--- src/rtl/obstacle_lane_engine.sv ---
// obstacle_lane_engine: scrolling obstacle slots with spawn spacing, player collision and run/dead/won tracking
module obstacle_lane_engine #(
  parameter int NUM_OBS   = 4,
  parameter int XW        = 10,
  parameter int SPAWN_X   = 680,
  parameter int SPEED     = 2,
  parameter int MIN_GAP   = 120,
  parameter int OBS_W     = 30,
  parameter int OBS_H     = 25,
  parameter int GROUND_Y  = 400,
  parameter int WIN_COUNT = 20
) (
  input  logic                  clk,
  input  logic                  reset,
  input  logic                  frame_tick_i,
  input  logic                  start_i,
  input  logic                  spawn_req_i,
  input  logic [XW-1:0]         player_left_i,
  input  logic [XW-1:0]         player_right_i,
  input  logic [XW-1:0]         player_top_i,
  input  logic [XW-1:0]         player_bot_i,
  input  logic [XW-1:0]         px_i,
  input  logic [XW-1:0]         py_i,
  output logic                  obs_pixel_o,
  output logic [NUM_OBS*XW-1:0] obs_x_o,
  output logic [NUM_OBS-1:0]    obs_active_o,
  output logic                  spawn_ack_o,
  output logic [7:0]            cleared_cnt_o,
  output logic [1:0]            state_o,
  output logic                  dead_o,
  output logic                  win_o
);
  typedef enum logic [1:0] {IDLE, RUN, DEAD, WON} state_t;
  localparam int IW = NUM_OBS > 1 ? $clog2(NUM_OBS) : 1;
  localparam logic [XW:0]   W     = (XW+1)'(OBS_W);
  localparam logic [XW:0]   TOP   = (XW+1)'(GROUND_Y - OBS_H);
  localparam logic [XW:0]   GND   = (XW+1)'(GROUND_Y);
  localparam logic [XW-1:0] SPD   = XW'(SPEED);
  localparam logic [XW-1:0] SPX   = XW'(SPAWN_X);
  localparam logic [XW-1:0] GAP_X = XW'(SPAWN_X - MIN_GAP);
  localparam logic [7:0]    WC    = 8'(WIN_COUNT);

  state_t               state_q, state_d;
  logic [XW-1:0]        x_q [NUM_OBS];
  logic [XW-1:0]        x_d [NUM_OBS];
  logic [NUM_OBS-1:0]   act_q, act_d, hit, pix;
  logic [IW-1:0]        newest_q, newest_d, sp_idx;
  logic [7:0]           cleared_q, cleared_d;
  logic [8:0]           cnt;
  logic                 ack_q, ack_d, spawn;

  always_ff @(posedge clk or posedge reset)
    if (reset) state_q <= IDLE;
    else       state_q <= state_d;

  always_comb begin
    state_d = state_q;
    if (state_q == RUN) state_d = |hit ? DEAD : (cleared_q >= WC) ? WON : RUN;
    else if (start_i)   state_d = RUN;
  end

  always_comb begin
    state_o       = state_q;
    dead_o        = state_q == DEAD;
    win_o         = state_q == WON;
    obs_active_o  = act_q;
    spawn_ack_o   = ack_q;
    cleared_cnt_o = cleared_q;
    obs_pixel_o   = state_q != IDLE && |pix;
    obs_x_o       = '0;
    for (int i = 0; i < NUM_OBS; i++) obs_x_o[i*XW +: XW] = x_q[i];
  end

  // The pixel is treated as a 1x1 box, so the exclusive edges become inclusive compares.
  always_comb begin
    hit = '0;
    pix = '0;
    for (int i = 0; i < NUM_OBS; i++) begin
      hit[i] = act_q[i] && x_q[i] < player_right_i && {1'b0, x_q[i]} + W > {1'b0, player_left_i}
               && TOP < {1'b0, player_bot_i} && GND > {1'b0, player_top_i};
      pix[i] = act_q[i] && x_q[i] <= px_i && {1'b0, x_q[i]} + W > {1'b0, px_i}
               && TOP <= {1'b0, py_i} && GND > {1'b0, py_i};
    end
  end

  always_comb begin
    x_d      = x_q;
    act_d    = act_q;
    newest_d = newest_q;
    ack_d    = 1'b0;
    cnt      = {1'b0, cleared_q};
    sp_idx   = '0;
    for (int i = NUM_OBS - 1; i >= 0; i--) if (!act_q[i]) sp_idx = IW'(i);
    // Spawn decisions use pre-tick occupancy and the newest slot's pre-tick position.
    spawn = state_q == RUN && frame_tick_i && spawn_req_i && !(&act_q)
            && (!(|act_q) || x_q[newest_q] <= GAP_X);
    if (state_q != RUN && start_i) begin
      for (int i = 0; i < NUM_OBS; i++) x_d[i] = '0;
      act_d    = '0;
      cnt      = '0;
      newest_d = '0;
    end else if (state_q == RUN && frame_tick_i) begin
      for (int i = 0; i < NUM_OBS; i++)
        if (act_q[i]) begin
          if (x_q[i] <= SPD) begin
            act_d[i] = 1'b0;
            cnt      = cnt + 9'd1;
          end else x_d[i] = x_q[i] - SPD;
        end
      if (spawn) begin
        x_d[sp_idx]   = SPX;
        act_d[sp_idx] = 1'b1;
        newest_d      = sp_idx;
        ack_d         = 1'b1;
      end
    end
    cleared_d = cnt[8] ? 8'hFF : cnt[7:0];
  end

  always_ff @(posedge clk or posedge reset)
    if (reset) begin
      for (int i = 0; i < NUM_OBS; i++) x_q[i] <= '0;
      act_q     <= '0;
      newest_q  <= '0;
      cleared_q <= '0;
      ack_q     <= 1'b0;
    end else begin
      x_q       <= x_d;
      act_q     <= act_d;
      newest_q  <= newest_d;
      cleared_q <= cleared_d;
      ack_q     <= ack_d;
    end
endmodule

--- config.mk ---
export PLATFORM = sky130hd
export DESIGN_NAME = obstacle_lane_engine
export DESIGN_NICKNAME = d
export VERILOG_FILES = /design/src/rtl/obstacle_lane_engine.sv
export SDC_FILE = /design/constraint.sdc
export NUM_CORES = 1
export LEC_CHECK = 0
export BUFFER_PORTS_ARGS = -buffer_cell sky130_fd_sc_hd__buf_2
export CAP_MARGIN = 20
export CELL_PAD_IN_SITES_DETAIL_PLACEMENT = 0
export CELL_PAD_IN_SITES_GLOBAL_PLACEMENT = 1
export CORE_MARGIN = 4
export CORE_UTILIZATION = 44
export DETAILED_ROUTE_END_ITERATION = 7
export PLACE_DENSITY = 0.83
export SLEW_MARGIN = 20
export SYNTH_ARGS = -nofsm -noshare
export SYNTH_HDL_FRONTEND = slang
export SYNTH_SLANG_ARGS = --single-unit
export TNS_END_PERCENT = 30
--- constraint.sdc ---
create_clock -name clk -period 5.4 [get_ports clk]
set_input_delay 0.54 -clock clk [delete_from_list [all_inputs] [get_ports clk]]
set_output_delay 0.54 -clock clk [all_outputs]
set_load 0.03 [all_outputs]
Word level (Yosys, flattened, before mapping):

Cells that the tools add are included.

* output and inout bits: 58
* logic and storage cells: 191
* flip-flop bits (word level): 57

* reduce and logical (&&, ||, !) cells: 53
* eq/ne operators: 4
* multiplexer cells: 76
* $lt $le $gt $ge: 31
* bitwise operators: 6
* add/sub/neg operators: 12

Operator list (count)
* $mux W10: 19
* $mux W9: 16
* $mux W40: 3
* $gt A11 B10 Y1: 8
* $add A10 B5 Y11 const B: 4
* $le A10 B10 Y1: 4
* $le A10 B2 Y1 const B: 4
* $logic_and A1 B1 Y1: 40
* $lt A10 B10 Y1: 4
* $sub A10 B2 Y10 const B: 4
* $add A9 B1 Y9 const B: 3
* $and A24 B24 Y24: 1
* $not A24 Y24: 1
* $mux W2: 11
* $bmux W10 S2: 1
* $demux W10 S2: 1
* $gt A9 B10 Y1 const A: 2
* $mux W1: 20
* $or A16 B16 Y16: 1
* $mux W4: 3
* $reduce_or A4 Y1: 3
* $le A10 B10 Y1 const B: 1
* $le A9 B10 Y1 const A: 1
* $lt A9 B10 Y1 const A: 1
* other kinds (19): 26

Depth between registers and ports, before layout:

Gate-level depths: netlist of the first run.

* depth in word-level cells: 21
* depth in mapped cells: 17
* depth with buffers taken out: 16

Worst setup path before layout of the first run:

OpenSTA, ideal clock, no wires.

* path kind: register to register
* start point: register x_q, in the netlist obs_x_o[4]
* end point: register cleared_q[0], in the netlist cleared_cnt_o[0]
* path buffers: 1
* path slack: 1080 ps
* period minus slack after synthesis: 4320 ps
* cell stages (with the launch flop): 18
* data arrival time: 4182 ps
* required time: 5262 ps
* path through: dfrtp_1 > clkbuf_1 > a211oi_1 > nand4_1 > xnor2_1 > ha_1 > mux2_2 > ha_1 > mux2_2 > ha_1 > and3_1 > and2_1 > nand4bb_1 > o311ai_1 > nor2_1 > nor3_2 > a21oi_2 > a21oi_1

* word-level cells in the longest chain between the ends: 21

RTL lines
* start, declared: RTL line 44 `logic [XW-1:0] x_q [NUM_OBS];`
* start signal, assigned: RTL line 128 `x_q <= x_d;`
* $le A10 B2 Y1 *: RTL line 105 `if (x_q[i] <= SPD) begin`
* $mux W9 *: RTL line 105
* $mux W9 *: RTL line 104 `if (act_q[i]) begin`
* $mux W9 *: RTL line 102 `end else if (state_q == RUN && frame_tick_i) begin`
* $mux W9 *: RTL line 97 `if (state_q != RUN && start_i) begin`
* $add A9 B1 Y9: RTL line 107 `cnt = cnt + 9'd1;`
* $mux W9: RTL line 105
* $mux W9 *: RTL line 104
* [... 5 more ...]
* $mux W9 *: RTL line 102
* $mux W9 *: RTL line 97
* $add A9 B1 Y9: RTL line 107
* $mux W9: RTL line 105
* $mux W9 *: RTL line 104
* $mux W9 *: RTL line 102
* $mux W9 *: RTL line 97
* $reduce_bool A3 Y1 (no line) or $mux W8 (tied branches)
* end signal, assigned: RTL line 131 `cleared_q <= cleared_d;`
* end, declared: RTL line 48 `logic [7:0] cleared_q, cleared_d;`

Every way passes the cells marked *; elsewhere a longest branch is shown, timed or not. The select of a mux whose other input is x is not followed.
A chain may end at the register's enable or synchronous reset.

Final worst setup path of the first run:

* start point: register x_q, in the netlist obs_x_o[4]
* end point: register cleared_q[2], in the netlist cleared_cnt_o[2]

The elaborated chain is that of the path after synthesis.

==> results.cfg, run 1 <==
[run_status]
status = finished, final reports clean

[yosys]
synthFlopType = dfrtp_1
synthMuxAreaShare_pct = 1.083
synth_xor_area_share_pct = 6.388
synth_area_leaders = ha_1, dfrtp_1, o21ai_0
synth_cells = 981
syn-mean-instance-area_um2 = 8.246
synth_nets = 1207
synthDistinctLibCells = 73
synth_edf_count = 0
synth.top_cells.by_count = ha_1, o21ai_0, nand2_1
synth.cell_area_mm2 = 0.008089
synth_most_common_cell = ha_1
synth-adder-area-share_pct = 24.90
yosys.area.top_type = ha_1
synth_top_family_by_area = adder cells
yosys_warnings = 0
synth_top_area_share_pct = 24.90
ys_ff_latch = 57
synth-compound-area-share_pct = 23.34
async_flop_share_pct = 100.0
yosys.area_share.simple_pct = 22.00
synth-seq-area-share_pct = 17.63

[floorplanning]
die_area_mm2 = 0.02062
io_pins = 123
core_area_mm2 = 0.01802
die_x_um = 143.6
start_util_pct = 44.88
num_rows = 49
dieHeight_um = 143.6

[detailed_routing]
drtIter0Drc = 536
routed_wl_um = 27480
dr_total_vias = 8016
first_pass_iters = 7
viasPerCell = 6.110
drcViolationCount = 0
wire_per_inst_um = 20.95
antenna_left = 0

[timing]
period_share_pct = 89.89
hold_viol = 0
finalWorstSetupSlack_ns = 0.5458
finalCriticalPeriod_ns = 4.854
setup_viol = 0
rsz0062_at_grt = no
max_freq_mhz = 206.0
skew_ns = 0.008327
tightest_slew_ns = 1.006
slew_headroom_pct = 32.91
finalSetupTns_ns = 0
final-max-slew-violation-count = 0

[finish]
multi_input_area_mm2 = 0.006289
drive_above_1_share_pct = 15.42
antenna_cells = 0
final.fill_count = 1822
area_growth_pct = 13.12
regArea_mm2 = 0.001426
final_nets = 1304

[run]
cap_violations = 0

[global_routing]
track_usage_pct = 26.28
grt_pass1_vias = 7390
met2_usage_pct = 42.70
grt.overflow.total = 0
met3_usage_pct = 3.461
grt_util_met1_pct = 37.07
grt_start_max_net_pins = 58
grt.busiest_layer = met2
antenna_found_initial = 0
grt_pass1_wl_um = 42170

[clock_tree]
clockRootBuffer = clkbuf_16
cts.repair.resized = 0
cts_tree = built
cts_made_buffers = 9
ctsLongestPathBuffers = 2
clk_pin_slew_worst_paths_ns = 0.06
clock_latency_ns = 0.35
cts_max_level = 3
cts_hold_buf = 0
clock-sinks = 57
post_cts_buffers = 0

[worst_setup_path]
worstSetupStartpointType = flop
cp_max_fo = 12
cp_data_required_time_ns = 5.61
arrival_ns = 5.06
critPathKind = flop to flop
endpoint_kind = flop

[placed_design]
hpwl_um = 20600
io_buffers = 115
dp_slack_ns = 0.5829
gp_congestion = 0.9229

[min_path]
min_path_type = primary input to async pin

[power]
peakVddDrop_mv = 0.2596
powerDensity_mw_per_mm2 = 331.9
p_leak_uw = 0.004537
[final cells by class]
| class | count | area share (%) |
|---|---|---|
| clock inverters | 6 | 0.6427 |
| repair buffers | 122 | 6.864 |
| inverters | 62 | 2.543 |
| flip-flops and latches | 57 | 15.59 |
| multi-input cells | 826 | 68.73 |
| well taps | 229 | 3.131 |
| clock buffers | 10 | 2.502 |
[stage by stage]
stage               instances  hold slack, ns  power, µW  utilization, %  instance area [µm²]
floorplan                 981          0.5090       1928               -                 8089
CTS                      1312          0.4467       3024           50.76                 9150
finish                   1312          0.4113       3037           50.76                 9150
global placement         1296          0.5348       2408           49.17                 8862
global route             1312          0.4599       3264           50.76                 9150
detailed placement       1296          0.5464       2430           49.17                 8862
[path summary, 6_finish.rpt]
check / startpoint / endpoint / slack [ns] / depth (start not counted)
max: obs_x_o[4]$_DFFE_PP0P_ / cleared_cnt_o[2]$_DFFE_PP0P_ / 0.55 / 16
min: reset / obs_x_o[20]$_DFFE_PP0P_ / 0.41 / 3
max reg2reg: obs_x_o[4]$_DFFE_PP0P_ / cleared_cnt_o[2]$_DFFE_PP0P_ / 0.55 / 16
min reg2reg: newest_q[0]$_DFFE_PP0P_ / newest_q[0]$_DFFE_PP0P_ / 0.56 / 2
max in group asynchronous: reset / obs_x_o[33]$_DFFE_PP0P_ / 4.43 / 3
min in group clk: start_i / state_o[0]$_DFFE_PP0P_ / 0.45 / 3
[where the power goes]
| part | total (µW) | internal [µW] | switching [µW] | leakage (µW) |
|---|---|---|---|---|
| clock network | 577 | 354 | 222 | 0.000146 |
| logic | 1790 | 657 | 1130 | 0.00362 |
| registers | 669 | 497 | 172 | 0.000769 |
| total | 3040 | 1510 | 1530 | 0.00454 |
[logic make-up after synthesis]
family                     after synthesis
xor gates and xnor gates                54
DFF                                     57
and+or+nand+nor                        316
muxes                                    7
adders and majority gates              161
buffers and inverters                   98
AOI/OAI and AO/OA                      288
[flip-flops by register name, summed over array words and instances, names as in the netlist]
signal         count
spawn_ack_o        1
obs_active_o       4
state_o            2
newest_q           2
cleared_cnt_o      8
obs_x_o           40
[layout by cell type, fill, tap and decap left out, types with 23 or more instances in the layout]
master   instances
a21o_1          33
dfrtp_1         57
o21ai_0         70
nand2_1         66
nor3_1          34
ha_1           161
nand3_1         25
nor2_1          41
a21oi_1         64
o21a_1          23
xnor2_1         34
nand4_1         32
buf_2          115
inv_1           61
[routing by layer]
metal | vias up | share of wire (%)
met1 | 3811 | 46
met2 | 280 | 46
met5 | - | 0
li1 | 3892 | -
met3 | 33 | 6.3
met4 | 0 | 1.8
[worst max-delay path: stages, from the launching register on]
cell       delay (ns)
dfrtp_1          0.52
a211oi_1         0.68
nand4_1          0.31
xnor2_1          0.46
ha_1             0.32
mux2_2           0.27
ha_1             0.29
mux2_2           0.29
ha_1             0.19
and3_1           0.21
and2_1           0.18
nand4bb_1        0.09
o311ai_1         0.15
nor2_1           0.16
nor3_2           0.06
a21oi_2          0.40
a21oi_1          0.12
(Power assumes the default switching activity.)
==> inputs of run 2 (changes only) <==
- BUFFER_PORTS_ARGS: -buffer_cell sky130_fd_sc_hd__buf_2 -> not set
- CORE_UTILIZATION: 44 -> 50
- DONT_BUFFER_PORTS: not set -> 1
- PLACE_DENSITY: 0.83 -> 0.84
==> run 2 against run 1 <==
  * Routed wire length decreased by 2.6%
  * Global-route usage rose by 2.7 points
  * First-iteration DRC count increased by 25%
  * Register-to-register slack got worse by 0.11 ns
  * Critical endpoint is now cleared_cnt_o[3]$_DFFE_PP0P_
  * Largest cell class unchanged
  * Largest power group unchanged
==> results.cfg, run 2 (synthesized netlist as in run 1, its figures left out) <==
[power]
powerDensity_mw_per_mm2 = 349.1
peakVddDrop_mv = 0.2156
p_leak_uw = 0.004116
power.total_uw = 3047

[timing]
max_freq_mhz = 201.5
finalSetupTns_ns = 0
rsz0062_at_grt = no
skew_ns = 0.008283
finalCriticalPeriod_ns = 4.962
final-max-slew-violation-count = 0
period_share_pct = 91.89
setup_viol = 0
tightest_slew_ns = 0.9485
slew_headroom_pct = 36.77
hold_viol = 0

[finish]
final_cell_mix = ha_1, o21ai_0, nand2_1, a21oi_1, inv_1
final.fill_count = 1534
area_growth_pct = 7.904
layout_commonest_cell = ha_1
drive_above_1_share_pct = 6.911
final_cells = 1200
largest_register_ffs = 40
final_nets = 1206
antenna_cells = 0
fin_area_mm2 = 0.008728

[floorplanning]
io_pins = 123
dieHeight_um = 135.2
die_area_mm2 = 0.01828
die_x_um = 135.2
num_rows = 46
start_util_pct = 50.92
core_area_mm2 = 0.01589

[clock_tree]
clk_pin_slew_worst_paths_ns = 0.05
post_cts_buffers = 0
cts_tree = built
cts_max_level = 3
clock-sinks = 57
clock_latency_ns = 0.35
cts.repair.resized = 0
clockRootBuffer = clkbuf_16
cts_made_buffers = 9
ctsLongestPathBuffers = 2
cts_hold_buf = 0

[worst_setup_path]
critPathKind = flop to flop
r2r-start = obs_x_o[2]$_DFFE_PP0P_
cp_max_fo = 9
crit_start = obs_x_o[2]$_DFFE_PP0P_
cp_data_required_time_ns = 5.60
worstSetupStartpointType = flop
arrival_ns = 5.17
endpoint_kind = flop

[global_routing]
grt_start_max_net_pins = 58
antenna_found_initial = 0
grt.overflow.total = 0
grt_pass1_wl_um = 40960
grt_pass1_vias = 7111
track_usage_pct = 29.03

[placed_design]
dpl_cell_area_mm2 = 0.008398
io_buffers = 0
hpwl_um = 20090
gp_congestion = 0.9616
place_inst = 1185

[detailed_routing]
drcViolationCount = 0
dr_total_vias = 7659
antenna_left = 0
drtIter0Drc = 669
wire_per_inst_um = 22.30
viasPerCell = 6.383
routed_wl_um = 26760
first_pass_iters = 6

[run]
cap_violations = 0

[min_path]
min_path_type = primary input to async pin

[run_status]
status = finished, final reports clean
## run 2: cell types whose count changed in the layout (fill, tap and decap cells not counted), sizes merged
cell | before | now
clkinv | 5 | 0
bufinv | 1 | 2
clkbuf | 10 | 13
buf | 122 | 24
## run 2: layout make-up
class                           instances  area (µm²)  share of cell area [%]
Clock buffer                           13       270.3                   3.096
Clock inverter                          2       60.06                  0.6881
Inverter                               62       232.7                   2.666
Multi-Input combinational cell        826        6289                   72.05
Sequential cell                        57        1426                   16.34
Tap cell                              216       270.3                   3.096
Timing Repair Buffer                   24       180.2                   2.064
## run 2: report_power, final
| group | switching (µW) | internal [µW] | leakage (µW) | total (µW) |
|---|---|---|---|---|
| logic | 1070 | 619 | 0.00319 | 1680 |
| registers | 212 | 496 | 0.000769 | 708 |
| clock network | 216 | 439 | 0.000162 | 656 |
| total | 1490 | 1550 | 0.00412 | 3050 |
## run 2: layer usage
| layer | vias to the layer above | global-route usage [%] | wire (µm) |
|---|---|---|---|
| met3 | 49 | 6.538 | 2161 |
| met4 | 0 | 9.574 | 714 |
| met5 | - | 0 | 0 |
| li1 | 3702 | - | - |
| met1 | 3605 | 39.98 | 11720 |
| met2 | 303 | 45.22 | 12170 |
## run 2: final timing paths
path	slack, ns	cells after the start	to
setup / recovery	0.44	16	cleared_cnt_o[3]$_DFFE_PP0P_
hold / removal	0.30	2	obs_active_o[2]$_DFFE_PP0P_
setup reg to reg	0.44	16	cleared_cnt_o[3]$_DFFE_PP0P_
hold reg to reg	0.58	2	newest_q[1]$_DFFE_PP0P_
max in group asynchronous	4.59	2	obs_x_o[32]$_DFFE_PP0P_
min in group clk	0.32	2	state_o[0]$_DFFE_PP0P_
## run 2: stage by stage
stage	worst slack (ns)	hold slack, ns	util [%]
3_3_place_gp	0.6199	0.5343	52.87
5_1_grt	0.1849	0.3334	54.95
6_report	0.4378	0.2958	54.95
4_1_cts	0.4852	0.3174	54.95
2_1_floorplan	1.080	0.5090	-
3_5_place_dp	0.5008	0.5658	52.87
## run 2: critical path, stage by stage, from the launching register on
cell and delay [ns]:
dfrtp_1 0.61, nor3_1 0.69, nand4_1 0.34, xnor2_1 0.44, ha_1 0.32, mux2_2 0.28, ha_1 0.29, mux2_2 0.29
ha_1 0.19, and3_1 0.22, and2_1 0.19, nand4bb_1 0.10, o311ai_1 0.14, nor2_1 0.15, nor3_2 0.06, a21oi_2 0.40
a21oi_1 0.12
==> inputs of run 3 (changes only) <==
- clock period: 5.4 -> 5.3 ns (I/O delays scaled with it)
==> run 3 against run 2 <==
  * Sequential cell count did not move
  * Combinational power rose by 5%
  * Clock power grew 2%
  * Clock skew grew 0.0071 ns
  * Clock-buffer cell count did not move
  * Global-route usage is essentially flat
  * Via count rose by 1.2%
  * Die area did not move
  * Register-to-register slack improved by 0.26 ns
==> results.cfg, run 3 (synthesized netlist as in run 1, its figures left out) <==
[clock_tree]
ctsLongestPathBuffers = 2
post_cts_buffers = 0
cts_max_level = 3
cts.repair.resized = 0
clk_pin_slew_worst_paths_ns = 0.05
cts_made_buffers = 9
cts_tree = built
clockRootBuffer = clkbuf_16
cts_hold_buf = 0
clock-sinks = 57
clock_latency_ns = 0.35

[timing]
skew_ns = 0.01543
final-max-slew-violation-count = 0
setup_viol = 0
tightest_slew_ns = 0.9847
finalSetupTns_ns = 0
period_share_pct = 88.88
finalWorstSetupSlack_ns = 0.5892
hold_viol = 0
max_freq_mhz = 212.3
finalCriticalPeriod_ns = 4.711
rsz0062_at_grt = no
slew_headroom_pct = 34.35

[finish]
fin_area_mm2 = 0.008758
area_growth_pct = 8.275
multi_input_area_mm2 = 0.006289
layout_commonest_cell = ha_1
largest_register_ffs = 40
drive_above_1_share_pct = 7.287
final_cell_mix = ha_1, o21ai_0, nand2_1, a21oi_1, inv_1
final.fill_count = 1539
final_cells = 1204
final_nets = 1210
antenna_cells = 0
regArea_mm2 = 0.001426

[power]
power.total_uw = 3138
peakVddDrop_mv = 0.2498
p_leak_uw = 0.004137
powerDensity_mw_per_mm2 = 358.3

[floorplanning]
die_x_um = 135.2
core_area_mm2 = 0.01589
num_rows = 46
start_util_pct = 50.92
io_pins = 123
die_area_mm2 = 0.01828
dieHeight_um = 135.2

[worst_setup_path]
cp_max_fo = 8
ff2ff_setup_slack_ns = 0.70
crit_path_cell_trace = inv_1 -> ha_1 -> nor3b_1 -> xnor2_1 -> ha_1 -> nand4_1 -> o21ai_0 -> a21oi_1 -> nor2b_1 -> o21a_1 -> o32ai_1 -> a211o_1 -> a31oi_1
max_stage_delay_ns = 0.63
r2r-start = obs_x_o[2]$_DFFE_PP0P_
cp_data_required_time_ns = 4.77
reg2reg_depth = 17
endpoint_kind = output pin
crit_top_cell = ha_1
arrival_ns = 4.18
cp_top_family = compound AO/OA/AOI/OAI gates
critPathKind = flop to output pin
crit_slowest_cell = a31oi_1
worstSetupStartpointType = flop
worst-path-buf-inv = 1
r2r_end = cleared_cnt_o[0]$_DFFE_PP0P_

[detailed_routing]
viasPerCell = 6.437
wire_per_inst_um = 22.40
routed_wl_um = 26970
antenna_left = 0
dr_total_vias = 7750
first_pass_iters = 5
drtIter0Drc = 679
drcViolationCount = 0

[global_routing]
grt_pass1_wl_um = 41110
grt.overflow.total = 0
grt_start_max_net_pins = 58
antenna_found_initial = 0
track_usage_pct = 29.05
grt_pass1_vias = 7177

[placed_design]
dpl_cell_area_mm2 = 0.008428
place_inst = 1189
gp_congestion = 0.9608
dp_slack_ns = 0.7825
hpwl_um = 20170
io_buffers = 0

[run]
cap_violations = 0

[run_status]
status = finished, final reports clean

[min_path]
min_path_type = primary input to async pin
-- run 3: changes by cell type in the layout (fill, tap and decap cells not counted), sizes merged --
cell,previous run,this run
buf,24,28
-- run 3: worst max-delay path by stage --
stage,from,to,slack (ns),cells past startpoint
CTS,obs_x_o[31]$_DFFE_PP0P_,obs_pixel_o,0.64,13
global route,obs_x_o[31]$_DFFE_PP0P_,obs_pixel_o,0.36,13
finish,obs_x_o[31]$_DFFE_PP0P_,obs_pixel_o,0.59,13
detailed placement,obs_x_o[2]$_DFFE_PP0P_,cleared_cnt_o[2]$_DFFE_PP0P_,0.78,17
global placement,obs_x_o[2]$_DFFE_PP0P_,cleared_cnt_o[0]$_DFFE_PP0P_,0.83,17
floorplan,obs_x_o[4]$_DFFE_PP0P_,cleared_cnt_o[0]$_DFFE_PP0P_,0.98,17
-- run 3: metal layers --
layer	wire, µm	track usage [%]	vias up
met1	11950	40.09	3675
li1	-	-	3698
met5	0	0	-
met2	12370	46.68	322
met3	1966	5.126	55
met4	684	8.567	0
-- run 3: final cells by class --
class | instances | area share [%]
clock buffer | 13 | 3.086
clock inverter | 2 | 0.6857
inverter | 62 | 2.657
multi-input combinational | 826 | 71.80
sequential | 57 | 16.29
tap | 216 | 3.086
timing repair buffer | 28 | 2.400
-- run 3: worst register-to-register path, cell delays in order, from the launching register on --
cell and delay, ns:
dfrtp_1 0.61, nor3_1 0.28, buf_4 0.17, nand4_1 0.21, xnor2_1 0.43, ha_1 0.33, mux2_2 0.28, ha_1 0.29
mux2_2 0.29, ha_1 0.19, and3_1 0.23, and2_1 0.19, nand4bb_1 0.10, o311ai_1 0.14, nor2_1 0.16, nor3_2 0.06
a21oi_2 0.39, a21oi_1 0.13
-- run 3: per-stage QoR --
stage          hold slack (ns)  utilization, %
5_1_grt                 0.3406           55.14
2_1_floorplan           0.5090               -
3_5_place_dp            0.5497           53.06
4_1_cts                 0.3144           55.14
3_3_place_gp            0.5357           53.06
6_report                0.2932           55.14
-- run 3: where the power goes --
group | switching [µW] | internal [µW] | leakage [µW]
clock network | 221 | 447 | 0.000162
registers | 203 | 506 | 0.000769
logic | 1110 | 648 | 0.00321
